[src/rtl/axi_wakeup_ctrl.sv]
`default_nettype none
// ============================================================================
//  Module   : axi_wakeup_ctrl
//  Purpose  : Sequences the AXI5 AWAKEUP signal on a manager-side interface.
//             Raises AWAKEUP ahead of new AW/AR requests, grants upstream
//             permission to issue once the wake delay expires, tracks
//             outstanding writes/reads and releases AWAKEUP after an idle
//             hangover.
//  Ports    : aclk, aresetn (sync, active-low)
//             req_i                  - upstream request pending
//             awvalid/awready, arvalid/arready, bvalid/bready,
//             rvalid/rready/rlast    - channel observation
//             acwakeup               - snoop wake (AXI_WAKEUP_ACWAKEUP_EN only)
//             awakeup                - registered AWAKEUP
//             allow_o                - upstream may raise AWVALID/ARVALID
//             wr_out_o / rd_out_o    - outstanding write / read counts
//             err_o                  - sticky protocol error
//  Options  : `define AXI_WAKEUP_ACWAKEUP_EN adds the acwakeup input.
//  Revision : 1.0 - initial release
// ============================================================================
module axi_wakeup_ctrl #(
  parameter int MAX_OUTSTANDING = 8,
  parameter int WAKE_DELAY      = 2,
  parameter int IDLE_HOLD       = 4,
  parameter int CNT_WIDTH       = $clog2(MAX_OUTSTANDING + 1)
) (
  input  logic                 aclk,
  input  logic                 aresetn,
  input  logic                 req_i,
  input  logic                 awvalid,
  input  logic                 awready,
  input  logic                 arvalid,
  input  logic                 arready,
  input  logic                 bvalid,
  input  logic                 bready,
  input  logic                 rvalid,
  input  logic                 rready,
  input  logic                 rlast,
`ifdef AXI_WAKEUP_ACWAKEUP_EN
  input  logic                 acwakeup,
`endif
  output logic                 awakeup,
  output logic                 allow_o,
  output logic [CNT_WIDTH-1:0] wr_out_o,
  output logic [CNT_WIDTH-1:0] rd_out_o,
  output logic                 err_o
);

  localparam int TMR_MAX = (WAKE_DELAY > IDLE_HOLD) ? WAKE_DELAY : IDLE_HOLD;
  localparam int TMR_W   = $clog2(TMR_MAX + 1);
  localparam logic [CNT_WIDTH-1:0] C_MAX = CNT_WIDTH'(MAX_OUTSTANDING);

  generate
    if (WAKE_DELAY < 1) begin : g_bad_wake_delay
      $error("axi_wakeup_ctrl: WAKE_DELAY must be >= 1");
    end
    if (IDLE_HOLD < 1) begin : g_bad_idle_hold
      $error("axi_wakeup_ctrl: IDLE_HOLD must be >= 1");
    end
    if (MAX_OUTSTANDING < 1) begin : g_bad_max_out
      $error("axi_wakeup_ctrl: MAX_OUTSTANDING must be >= 1");
    end
  endgenerate

  typedef enum logic [1:0] {
    ST_SLEEP  = 2'd0,
    ST_WAKING = 2'd1,
    ST_AWAKE  = 2'd2,
    ST_HOLD   = 2'd3
  } state_t;

  state_t               r_state, w_next;
  logic [TMR_W-1:0]     r_wake_tmr, w_wake_tmr_nxt;
  logic [TMR_W-1:0]     r_hold_tmr, w_hold_tmr_nxt;
  logic [CNT_WIDTH-1:0] r_wr_cnt, w_wr_cnt_nxt;
  logic [CNT_WIDTH-1:0] r_rd_cnt, w_rd_cnt_nxt;
  logic                 r_awakeup;
  logic                 r_err;
  logic                 w_err_set;
  logic                 w_wake_req;
  logic                 w_any_valid;
  logic                 w_idle;
  logic                 w_full;
  logic                 w_allow;

  // Snoop wake behaves like an upstream request for both wake-up and idle.
`ifdef AXI_WAKEUP_ACWAKEUP_EN
  assign w_wake_req = req_i | acwakeup;
`else
  assign w_wake_req = req_i;
`endif

  assign w_any_valid = awvalid | arvalid;
  assign w_full      = (r_wr_cnt == C_MAX) || (r_rd_cnt == C_MAX);
  // Idle uses the counts before this cycle's handshakes are applied.
  assign w_idle      = !w_wake_req && !w_any_valid &&
                       (r_wr_cnt == '0) && (r_rd_cnt == '0);

  // Outstanding counters saturate at both ends; any saturation is an error.
  always_comb begin
    logic w_wr_inc, w_wr_dec, w_rd_inc, w_rd_dec;
    w_wr_inc     = awvalid & awready;
    w_wr_dec     = bvalid & bready;
    w_rd_inc     = arvalid & arready;
    w_rd_dec     = rvalid & rready & rlast;
    w_wr_cnt_nxt = r_wr_cnt;
    w_rd_cnt_nxt = r_rd_cnt;
    // A VALID while AWAKEUP is low means upstream ignored allow_o.
    w_err_set    = w_any_valid & ~r_awakeup;

    if (w_wr_inc && !w_wr_dec) begin
      if (r_wr_cnt == C_MAX) w_err_set = 1'b1;
      else                   w_wr_cnt_nxt = r_wr_cnt + 1'b1;
    end else if (w_wr_dec && !w_wr_inc) begin
      if (r_wr_cnt == '0)    w_err_set = 1'b1;
      else                   w_wr_cnt_nxt = r_wr_cnt - 1'b1;
    end

    if (w_rd_inc && !w_rd_dec) begin
      if (r_rd_cnt == C_MAX) w_err_set = 1'b1;
      else                   w_rd_cnt_nxt = r_rd_cnt + 1'b1;
    end else if (w_rd_dec && !w_rd_inc) begin
      if (r_rd_cnt == '0)    w_err_set = 1'b1;
      else                   w_rd_cnt_nxt = r_rd_cnt - 1'b1;
    end
  end

  // Next-state and allow logic.
  always_comb begin
    w_next         = r_state;
    w_wake_tmr_nxt = r_wake_tmr;
    w_hold_tmr_nxt = r_hold_tmr;
    w_allow        = 1'b0;
    case (r_state)
      ST_SLEEP: begin
        // A stray VALID skips the wake delay: the request is already out.
        if (w_any_valid) begin
          w_next = ST_AWAKE;
        end else if (w_wake_req) begin
          w_next         = ST_WAKING;
          w_wake_tmr_nxt = TMR_W'(WAKE_DELAY - 1);
        end
      end
      ST_WAKING: begin
        if (r_wake_tmr == '0) w_next = ST_AWAKE;
        else                  w_wake_tmr_nxt = r_wake_tmr - 1'b1;
      end
      ST_AWAKE: begin
        w_allow = ~w_full;
        if (w_idle) begin
          w_next         = ST_HOLD;
          w_hold_tmr_nxt = TMR_W'(IDLE_HOLD - 1);
        end
      end
      ST_HOLD: begin
        w_allow = 1'b1;
        if (!w_idle)                w_next = ST_AWAKE;
        else if (r_hold_tmr == '0)  w_next = ST_SLEEP;
        else                        w_hold_tmr_nxt = r_hold_tmr - 1'b1;
      end
      default: w_next = ST_SLEEP;
    endcase
  end

  always_ff @(posedge aclk) begin
    if (!aresetn) begin
      r_state    <= ST_SLEEP;
      r_wake_tmr <= '0;
      r_hold_tmr <= '0;
      r_wr_cnt   <= '0;
      r_rd_cnt   <= '0;
      r_awakeup  <= 1'b0;
      r_err      <= 1'b0;
    end else begin
      r_state    <= w_next;
      r_wake_tmr <= w_wake_tmr_nxt;
      r_hold_tmr <= w_hold_tmr_nxt;
      r_wr_cnt   <= w_wr_cnt_nxt;
      r_rd_cnt   <= w_rd_cnt_nxt;
      // Every state except SLEEP drives AWAKEUP high.
      r_awakeup  <= (w_next != ST_SLEEP);
      r_err      <= r_err | w_err_set;
    end
  end

  assign awakeup  = r_awakeup;
  assign allow_o  = w_allow;
  assign wr_out_o = r_wr_cnt;
  assign rd_out_o = r_rd_cnt;
  assign err_o    = r_err;

endmodule
`default_nettype wire

[config.mk]
export PLATFORM = sky130hd
export DESIGN_NAME = axi_wakeup_ctrl
export DESIGN_NICKNAME = d
export VERILOG_FILES = /design/src/rtl/axi_wakeup_ctrl.sv
export SDC_FILE = /design/constraint.sdc
export NUM_CORES = 1
export LEC_CHECK = 0
export ABC_AREA = 1
export ABC_CLOCK_PERIOD_IN_PS = 1700
export CAP_MARGIN = 20
export CORE_AREA = 4 4 70 46
export CTS_CLUSTER_DIAMETER = 50
export DETAILED_ROUTE_END_ITERATION = 12
export DIE_AREA = 0 0 74 50
export HOLD_SLACK_MARGIN = 0.02
export PLACE_DENSITY_LB_ADDON = 0.25
export SYNTH_ARGS = -nofsm -noshare
export SYNTH_HDL_FRONTEND = slang
export SYNTH_SLANG_ARGS = --single-unit
[constraint.sdc]
create_clock -name aclk -period 1.7 [get_ports aclk]
set_input_delay 0.255 -clock aclk [delete_from_list [all_inputs] [get_ports aclk]]
set_output_delay 0.255 -clock aclk [all_outputs]
set_load 0.02 [all_outputs]
==> results of run 1 <==
[power by group]
part,internal [µW],switching [µW]
logic,470,573
registers,492,62.7
clock network,206,155
total,1170,791
[sequential cells by signal, indices dropped and copies added, names as in the netlist]
signal      cells
r_wake_tmr      3
r_hold_tmr      3
awakeup         1
r_state         2
err_o           1
rd_out_o        4
wr_out_o        4
[cells by family (layout without fill, tap and decap cells)]
kind of cell,after synthesis,count (layout),share of synthesized area [%]
AO/OA/AOI/OAI,15,15,5.70
buffers and inverters,35,84,9.97
flip-flops,18,18,27.4
XOR/XNOR,5,5,3.32
adder cells (fa/ha/maj),14,14,14.4
AND/OR/NAND/NOR,109,109,39.2
[how the worst max path moves through the flow]
stage,startpoint,endpoint,depth (start not counted)
after global placement,rvalid,rd_out_o[3],11
after floorplan,arready,rd_out_o[3],11
after CTS,wr_out_o[1],wr_out_o[1],2
final,awready,wr_out_o[3],12
after global routing,awready,wr_out_o[3],12
after detailed placement,awvalid,wr_out_o[3],12
[layout by cell type (no fill, tap or decap), types with 3 or more instances in the layout]
cell type,instances
clkdlybuf4s50_1,15
clkbuf_8,4
nor2_4,5
nand3_2,5
buf_4,24
nor2_1,15
nand3_1,13
nand2_1,57
ha_1,8
nand4_1,5
a21oi_1,10
o21ai_0,3
nor2_2,5
inv_1,32
dfxtp_1,18
dlymetal6s2s_1,6
xnor2_1,3
[metrics by stage]
| step | TNS [ns] | util [%] | total power (µW) |
|---|---|---|---|
| floorplan | 0 | - | 1160 |
| global placement | -1.32 | 69.7 | 1500 |
| detailed placement | -1.99 | 69.7 | 1540 |
| CTS | 0 | 73.2 | 1930 |
| global route | -0.144 | 75.1 | 2110 |
| finish | 0 | 75.1 | 1960 |
[critical path, cell delays in order]
cell and delay, ns:
clkdlybuf4s50_1 0.46, nand2_1 0.06, inv_1 0.07, ha_2 0.18, inv_2 0.07, ha_4 0.26, a21oi_2 0.15, nand2_1 0.08
nand2_1 0.07, nand2_1 0.05, nand2_1 0.05, a21oi_1 0.05
[metal layers]
layer	wire (µm)	vias to the layer above
met3	98	9
met1	1590	611
li1	-	709
met4	68	0
met2	1480	25
met5	0	-
[repair_timing]
item                                    4_1_cts  5_1_grt
pin swaps                                     0        5
buffers inserted                              0        1
endpoints found under the setup margin        4       13
resized for setup                             6       13
[area by class of cell]
| type | count | area [µm²] |
|---|---|---|
| clock buffer | 4 | 55.1 |
| fill | 186 | 624 |
| inverter | 34 | 128 |
| multi-input combinational | 143 | 883 |
| sequential | 18 | 360 |
| tap | 32 | 40.0 |
| timing repair buffer | 46 | 414 |
==> results by group, run 1 <==
Timing
  • Final hold slack: between 0.4 and 0.5 ns
  • Rel. slew slack: 79.2%
  • Setup Skew: between 0.0015 and 0.002 ns
  • Max Slew Vio Count: 0
  • RSZ-0062 raised after global routing: true
  • Final period utilization: 97.0%
  • Min cycle time layout: roughly 1.6 ns
  • Final setup fails: 0
  • Hold Fails Final Rpt: 0
  • Maximum clock frequency: 606 MHz
  • PnR worst setup slack: slightly above 0.05 ns
  • Pin slew with the least headroom to its limit: just over 0.3 ns

Yosys
  • Mapped Nets: 222
  • Most area-consuming cells after synthesis: dfxtp_1, nand2_1, ha_1
  • Synth Warn #: 0
  • Ys flop type: dfxtp_1
  • Synth top cells by count: nand2_1, inv_1, dfxtp_1, nor2_1, nand3_1
  • Netlist cell types: 19
  • Seq/Total Area, Yosys: a little over a quarter
  • Cell Area, Synth: ~1300 µm²
  • FFs w/ async S/R, synth: 0%
  • Largest area contributor in the netlist: dfxtp_1
  • Syn_area_per_cell: between 6 and 7 µm²
  • Post-synth EDFFs: 0
  • Count leader, synth: nand2_1
  • Mapped Cells: a little under 200
  • Top-area cell type share of the netlist area: 27.4%
  • FF+latch count, synth: 18

Setup path
  • Setup CP Type: in2reg
  • Worst Reg-to-Reg Cells: 8
  • Critical path required time: between 1.5 and 2 ns
  • Register-to-Register Setup Slack: between 0.3 and 0.4 ns
  • Worst setup EP type: flop
  • Reg2reg start: rd_out_o[3]
  • Critical R2R Capture: awakeup
  • Crit start category: input pin
  • Crit path DAT: ~1.8 ns
  • Crit-path max FO: 4

GRT
  • Initial antenna violation count: 0
  • Total gr overflow: 0
  • Met2 Usage GRT: slightly below 30%
  • GRT met3 Usage: 4.46%
  • GR Util met1: about a quarter
  • Largest net degree at the start of global routing: 11
  • Overall Global Routing Usage: about a fifth
  • Most Used Layer, Global Route: met2
  • First-pass GRT wire length: roughly 5400 µm
  • Vias in the first global route: 1250

Worst hold path
  • Worst Hold Class: reg2reg
  • Hold path depth: 2
  • WHS Endpoint: r_wake_tmr[0]
  • Hold_sp: r_wake_tmr[0]

Power and ir drop
  • Power density over cell area: roughly 1000 nW/µm²
  • Worst IR drop on VDD: approximately 560 µV
  • Leakage power total: 0.00101 µW

Final layout
  • Area delta synth->final: 42.7%
  • Final #Nets: around 270
  • Final Cell Area: 1880 µm²
  • # diodes: 0
  • Non-filler instance count after layout: around 280
  • Layout cells sized above 1: around 22%

Clocking
  • Root Buffer: clkbuf_8
  • H-tree depth: 1
  • CTS tree: done
  • CTS buffer count: 3
  • Sink Count: 18
  • Clock Path Buffers: 2
  • Later-pin clock latency in the skew report: 0.26 ns
  • Clk slew on worst S/H paths: roughly 0.070 ns
  • # hold bufs at CTS: 0

Die
  • Die height: roughly 50 µm
  • I/O pin total: 23
  • Row count: 14
  • Initial Utilization: around 53%
  • Die width: 74 µm
  • Core Area: around 2500 µm²
  • Total Die Area: roughly 3700 µm²

Status
  • Outcome: completed

Place
  • DP Cell Count: 272
  • Port Buf Inserts: 22
  • HPWL after DPL: between 2000 and 3000 µm
  • RePlAce Congestion: approximately 0.84
  • Pre-CTS setup slack: -0.378 ns
  • Placed inst area: about 1700 µm²

Drt
  • Via count: about 1400
  • Avg Vias per Cell: just under 5
  • WL/cell: ~12 µm
  • Post-route ant nets: 0
  • DR iter-0 viols: slightly above 60
  • DRC viols: 0
  • DR pass1 iterations: 4
  • Total routed wirelength: around 3200 µm

Flow run
  • Maxcap violations: 0
Power figures use the tool's default switching activity.
==> inputs of run 2 (changes only) <==
--- a/config.mk
+++ b/config.mk
@@ -8,10 +8,11 @@
 export ABC_AREA = 1
 export ABC_CLOCK_PERIOD_IN_PS = 1700
 export CAP_MARGIN = 20
-export CORE_AREA = 4 4 70 46
+export CORE_AREA = 4 4 69 46
+export CTS_BUF_LIST = sky130_fd_sc_hd__clkbuf_4 sky130_fd_sc_hd__clkbuf_8
 export CTS_CLUSTER_DIAMETER = 50
 export DETAILED_ROUTE_END_ITERATION = 12
-export DIE_AREA = 0 0 74 50
+export DIE_AREA = 0 0 73 50
 export HOLD_SLACK_MARGIN = 0.02
 export PLACE_DENSITY_LB_ADDON = 0.25
 export SYNTH_ARGS = -nofsm -noshare
==> run 2 against run 1 <==
Effect of this change: fmax decreased by 2.3%; critical path depth decreased by 3; combinational power increased by 7%; power increased by 3.0%; clock-buffer cell count unchanged; sequential share of layout area decreased by 0.54 points; via count increased by 6.4%; routed wire length increased by 15%; design area increased by 3.3%; setup slack got worse by 0.038 ns.
==> results by group, run 2 (synthesis results as in run 1) <==
GRT
  • Largest net degree at the start of global routing: 11
  • Overall Global Routing Usage: a little under a fifth
  • Met2 Usage GRT: 29.5%
  • Total gr overflow: 0
  • GRT met3 Usage: between 3 and 4%
  • First-pass GRT wire length: between 5000 and 6000 µm
  • Vias in the first global route: about 1300
  • Most Used Layer, Global Route: met2
  • GR Util met1: a little over a quarter
  • Initial antenna violation count: 0

Timing
  • Maximum clock frequency: 593 MHz
  • Final period utilization: 99.3%
  • Final setup fails: 0
  • Min cycle time layout: between 1.5 and 2 ns
  • Setup Skew: between 0.001 and 0.0015 ns
  • Max Slew Vio Count: 0
  • Hold Fails Final Rpt: 0
  • Pin slew with the least headroom to its limit: 0.349 ns
  • Rel. slew slack: between 70% and 80%

Flow run
  • Maxcap violations: 0

Drt
  • Avg Vias per Cell: 5.16
  • Total routed wirelength: about 3700 µm
  • Via count: ~1400
  • Post-route ant nets: 0
  • DRC viols: 0
  • DR iter-0 viols: 139
  • WL/cell: approximately 13 µm
  • DR pass1 iterations: 5

Die
  • Initial Utilization: around 53%
  • Total Die Area: approximately 3700 µm²
  • I/O pin total: 23
  • Core Area: between 2000 and 2500 µm²
  • Row count: 14
  • Die width: about 73 µm
  • Die height: 50 µm

Setup path
  • Bufs and invs on worst path: 3
  • Critical path required time: about 1.9 ns
  • Setup CP Type: in2reg
  • Crit-path max FO: 4
  • Register-to-Register Setup Slack: ~0.31 ns
  • Crit start category: input pin
  • Worst setup EP type: flop
  • Slowest-stage cell, CP: clkdlybuf4s50_1
  • Worst Reg-to-Reg Cells: 7
  • Crit path DAT: ~1.9 ns
  • CP delay by family, top: buffers and inverters
  • Slowest Stage Delay on Critical Path: 0.42 ns
  • Cells along the critical path: clkdlybuf4s50_1 -> nand3_2 -> ha_4 -> inv_6 -> buf_4 -> fa_2 -> xor2_2 -> nand2_1 -> a21oi_1
  • Crit. path cell count: 9

Clocking
  • Later-pin clock latency in the skew report: between 0.2 and 0.3 ns
  • H-tree depth: 1
  • # hold bufs at CTS: 0
  • Clk slew on worst S/H paths: around 0.07 ns
  • CTS tree: done
  • CTS buffer count: 3
  • Clock Path Buffers: 2
  • Root Buffer: clkbuf_8
  • Sink Count: 18

Power and ir drop
  • Power density over cell area: 1040 nW/µm²
  • Worst IR drop on VDD: around 540 µV
  • Leakage power total: about 0.001 µW
  • Total Power: around 2000 µW

Worst hold path
  • Worst Hold Class: reg2reg
  • Hold path depth: 2

Place
  • RePlAce Congestion: around 0.87
  • Placed inst area: between 1500 and 2000 µm²
  • HPWL after DPL: between 2000 and 3000 µm
  • Port Buf Inserts: 22

Final layout
  • Leading cell type in the layout, fill and taps excluded: nand2_1
  • # diodes: 0
  • Final #Nets: between 200 and 300
  • Area delta synth->final: 47.4%
  • Layout cells sized above 1: roughly 25%
  • Most frequent cells in the layout: nand2_1, inv_1, buf_4
  • Final Cell Area: roughly 1900 µm²

Status
  • Outcome: completed
-- run 2: cell count changes in the layout (fill, tap and decap cells not counted), moves of 2 or more --
| cell | delta |
|---|---|
| a21oi_1 | -2 |
| a21oi_2 | +2 |
| buf_4 | +2 |
| ha_4 | +2 |
-- run 2: worst min-delay path: cells and delay by family (launching register included) --
kind,cells,cell delay (ns)
compound gates,1,0.06
simple gates,1,0.06
flops,1,0.31
-- run 2: path summary, 6_finish.rpt --
check	startpoint	endpoint
hold / removal	r_wake_tmr[0]	r_wake_tmr[0]
hold reg to reg	r_wake_tmr[0]	r_wake_tmr[0]
setup reg to reg	rd_out_o[3]	r_hold_tmr[2]
setup / recovery	rready	rd_out_o[2]
-- run 2: through the flow --
| step | cells | util, % | TNS (ns) | hold WS (ns) | worst slack [ns] |
|---|---|---|---|---|---|
| final | 279 | 78.6 | 0 | 0.479 | 0.0127 |
| after floorplan | 196 | - | 0 | 0.371 | 0.173 |
| after detailed placement | 273 | 71.0 | -2.00 | 0.464 | -0.345 |
| after global placement | 273 | 71.0 | -1.46 | 0.457 | -0.269 |
| after CTS | 277 | 74.6 | 0 | 0.486 | 0.00892 |
| after global routing | 279 | 78.6 | -0.263 | 0.508 | -0.0898 |
-- run 2: cell type report --
class	instances	area [µm²]
Sequential cell	18	362
Fill cell	155	528
Clock buffer	4	55.1
Tap cell	32	40.0
Timing Repair Buffer	48	432
Inverter	34	133
Multi-Input combinational cell	143	921
-- run 2: where the power goes --
part | switching, µW | internal, µW
clock | 149 | 206
sequential | 61.6 | 494
combinational | 609 | 499
total | 819 | 1200
-- run 2: what timing repair did --
item / 4_1_cts / 5_1_grt
gates cloned: 0 / 0
gates resized for setup: 7 / 22
setup endpoints to repair: 5 / 11
setup buffers: 0 / 2
pin swaps: 0 / 12
-- run 2: metal layers --
metal,up-vias,share of wire (%)
met1,661,43
li1,712,-
met4,0,2.4
met2,57,49
met5,-,0
met3,10,5.3
==> inputs of run 3 (changes only) <==
--- a/config.mk
+++ b/config.mk
@@ -8,12 +8,12 @@
 export ABC_AREA = 1
 export ABC_CLOCK_PERIOD_IN_PS = 1700
 export CAP_MARGIN = 20
-export CORE_AREA = 4 4 69 46
+export CORE_AREA = 4 4 72 47
 export CTS_BUF_LIST = sky130_fd_sc_hd__clkbuf_4 sky130_fd_sc_hd__clkbuf_8
 export CTS_CLUSTER_DIAMETER = 50
 export DETAILED_ROUTE_END_ITERATION = 12
-export DIE_AREA = 0 0 73 50
-export HOLD_SLACK_MARGIN = 0.02
+export DIE_AREA = 0 0 76 51
+export HOLD_SLACK_MARGIN = 0.1
 export PLACE_DENSITY_LB_ADDON = 0.25
 export SYNTH_ARGS = -nofsm -noshare
 export SYNTH_HDL_FRONTEND = slang
==> run 3 against run 2 <==
Effect of this change: core utilization down 8.1 points; register-to-register slack better by 0.03 ns; setup slack better by 0.019 ns; global-route usage is 2.4 points lower; highest routed layer unchanged; clock skew increased by 0.0014 ns; first-iteration DRC count down 47%; clock power hardly changed; combinational power hardly changed; hold slack worse by 0.0091 ns; via count fell by 7.1%; sequential power fell by 0.9%; largest cell class unchanged.
==> results by group, run 3 (synthesis results as in run 1) <==
Setup path
  • CP delay by family, top: buffers and inverters
  • Bufs and invs on worst path: 4
  • Crit path DAT: roughly 1.9 ns
  • Slowest-stage cell, CP: clkdlybuf4s50_1
  • Crit start category: input pin
  • Most common cell on crit path: nand2_1
  • Critical path required time: 1.89 ns
  • Worst setup EP type: flop
  • Slowest Stage Delay on Critical Path: 0.47 ns
  • Cells along the critical path: clkdlybuf4s50_1 -> nand2_1 -> inv_1 -> ha_2 -> inv_4 -> ha_4 -> buf_6 -> xor2_2 -> nand2_1 -> a21oi_2
  • Setup CP Type: in2reg
  • Crit-path max FO: 4

Die
  • Initial Utilization: between 40% and 50%
  • Row count: 15
  • Total Die Area: between 3000 and 4000 µm²
  • I/O pin total: 23
  • Die height: about 51 µm
  • Core Area: roughly 2800 µm²
  • Die width: 76 µm

Timing
  • Setup Skew: around 0.0028 ns
  • Pin slew with the least headroom to its limit: roughly 0.27 ns
  • Hold Fails Final Rpt: 0
  • Max Slew Vio Count: 0
  • Rel. slew slack: 82.1%
  • RSZ-0062 raised after global routing: true
  • Final setup fails: 0
  • Final hold slack: around 0.47 ns
  • Maximum clock frequency: approximately 600 MHz
  • Final period utilization: slightly below 100%
  • Min cycle time layout: 1.67 ns
  • Final setup TNS: 0 ns

Drt
  • Avg Vias per Cell: 4.76
  • DRC viols: 0
  • Via count: between 1000 and 1500
  • Total routed wirelength: 3200 µm
  • Post-route ant nets: 0
  • DR iter-0 viols: 73
  • WL/cell: about 11 µm
  • DR pass1 iterations: 4

Power and ir drop
  • Int Power: roughly 1200 µW
  • Clk pwr share: roughly 18%
  • Power density over cell area: approximately 1000 nW/µm²
  • Worst IR drop on VDD: 478 µV
  • Switch Pwr: around 800 µW
  • Sequential share of power: a little over a quarter
  • Comb power frac: 55.1%
  • Leakage power total: approximately 0.0010 µW
  • Sw Share: ~40%
  • Total Power: around 2000 µW

Final layout
  • Final core utilization: about 70%
  • Leading cell type in the layout, fill and taps excluded: nand2_1
  • Layout cells sized above 1: 25.1%
  • Final Cell Area: ~1900 µm²
  • Multi-input combinational cell area: around 900 µm²
  • Fill count: ~230
  • Final #Nets: between 200 and 300
  • # diodes: 0
  • Register area: 360 µm²
  • Most frequent cells in the layout: nand2_1, inv_1, buf_4
  • Area delta synth->final: 47.8%

Clocking
  • Clk slew on worst S/H paths: 0.07 ns
  • CTS buffer count: 3
  • Later-pin clock latency in the skew report: between 0.2 and 0.3 ns
  • H-tree depth: 1
  • Root Buffer: clkbuf_8
  • # hold bufs at CTS: 0
  • CTS tree: done
  • Clock Path Buffers: 2
  • Sink Count: 18

Status
  • Outcome: completed

GRT
  • First-pass GRT wire length: between 5000 and 6000 µm
  • Total gr overflow: 0
  • Overall Global Routing Usage: between 15 and 20%
  • Vias in the first global route: about 1200
  • Initial antenna violation count: 0
  • Largest net degree at the start of global routing: 11

Place
  • Port Buf Inserts: 22
  • Placed inst area: about 1800 µm²
  • RePlAce Congestion: about 0.81
  • HPWL after DPL: about 2400 µm

Flow run
  • Maxcap violations: 0

Worst hold path
  • Worst Hold Class: reg2reg
[run 3: per-layer routing]
metal | part of all wire [%] | global-route usage, % | wire (µm) | up-vias
li1 | - | - | - | 715
met1 | 53 | 25.1 | 1710 | 594
met2 | 42 | 24.7 | 1360 | 27
met3 | 3.6 | 2.64 | 114 | 2
met4 | 0.69 | 3.55 | 22 | 0
met5 | 0 | 0 | 0 | -
[run 3: final timing paths]
| path | start | to | slack [ns] | cells after the start |
|---|---|---|---|---|
| worst max-delay path | arready | rd_out_o[2] | 0.03 | 10 |
| worst max register to register | wr_out_o[0] | wr_out_o[2] | 0.34 | 5 |
| worst min register to register | r_wake_tmr[0] | r_wake_tmr[0] | 0.47 | 2 |
| worst min-delay path | r_wake_tmr[0] | r_wake_tmr[0] | 0.47 | 2 |
[run 3: worst min-delay path, stage by stage, from the launching register on]
cell	delay, ns
dfxtp_1	0.31
nand2_1	0.06
a21oi_1	0.06
[run 3: power by group through the flow]
stage | combinational (µW) | clock, µW | sequential [µW]
final | 1100 | 352 | 550
after global routing | 1230 | 374 | 559
after CTS | 1030 | 357 | 549
after detailed placement | 993 | 0 | 558
after global placement | 984 | 0 | 557
after floorplan | 514 | 0 | 646
[run 3: per-stage QoR]
stage / worst slack [ns] / std cells
finish: 0.0312 / 281
global route: -0.108 / 281
CTS: 0.00862 / 280
detailed placement: -0.342 / 276
global placement: -0.298 / 276
floorplan: 0.173 / 196
[run 3: final cells by class]
cell class / instances / area share (%)
Multi-Input combinational cell: 143 / 47.3
Timing Repair Buffer: 48 / 22.4
Sequential cell: 18 / 18.5
Inverter: 34 / 6.81
Clock buffer: 4 / 2.83
Tap cell: 34 / 2.19
[run 3: repair_timing]
item,CTS,global route
buffers inserted,0,1
pin swaps,1,10
setup endpoints to repair,5,10
resized for setup,7,22
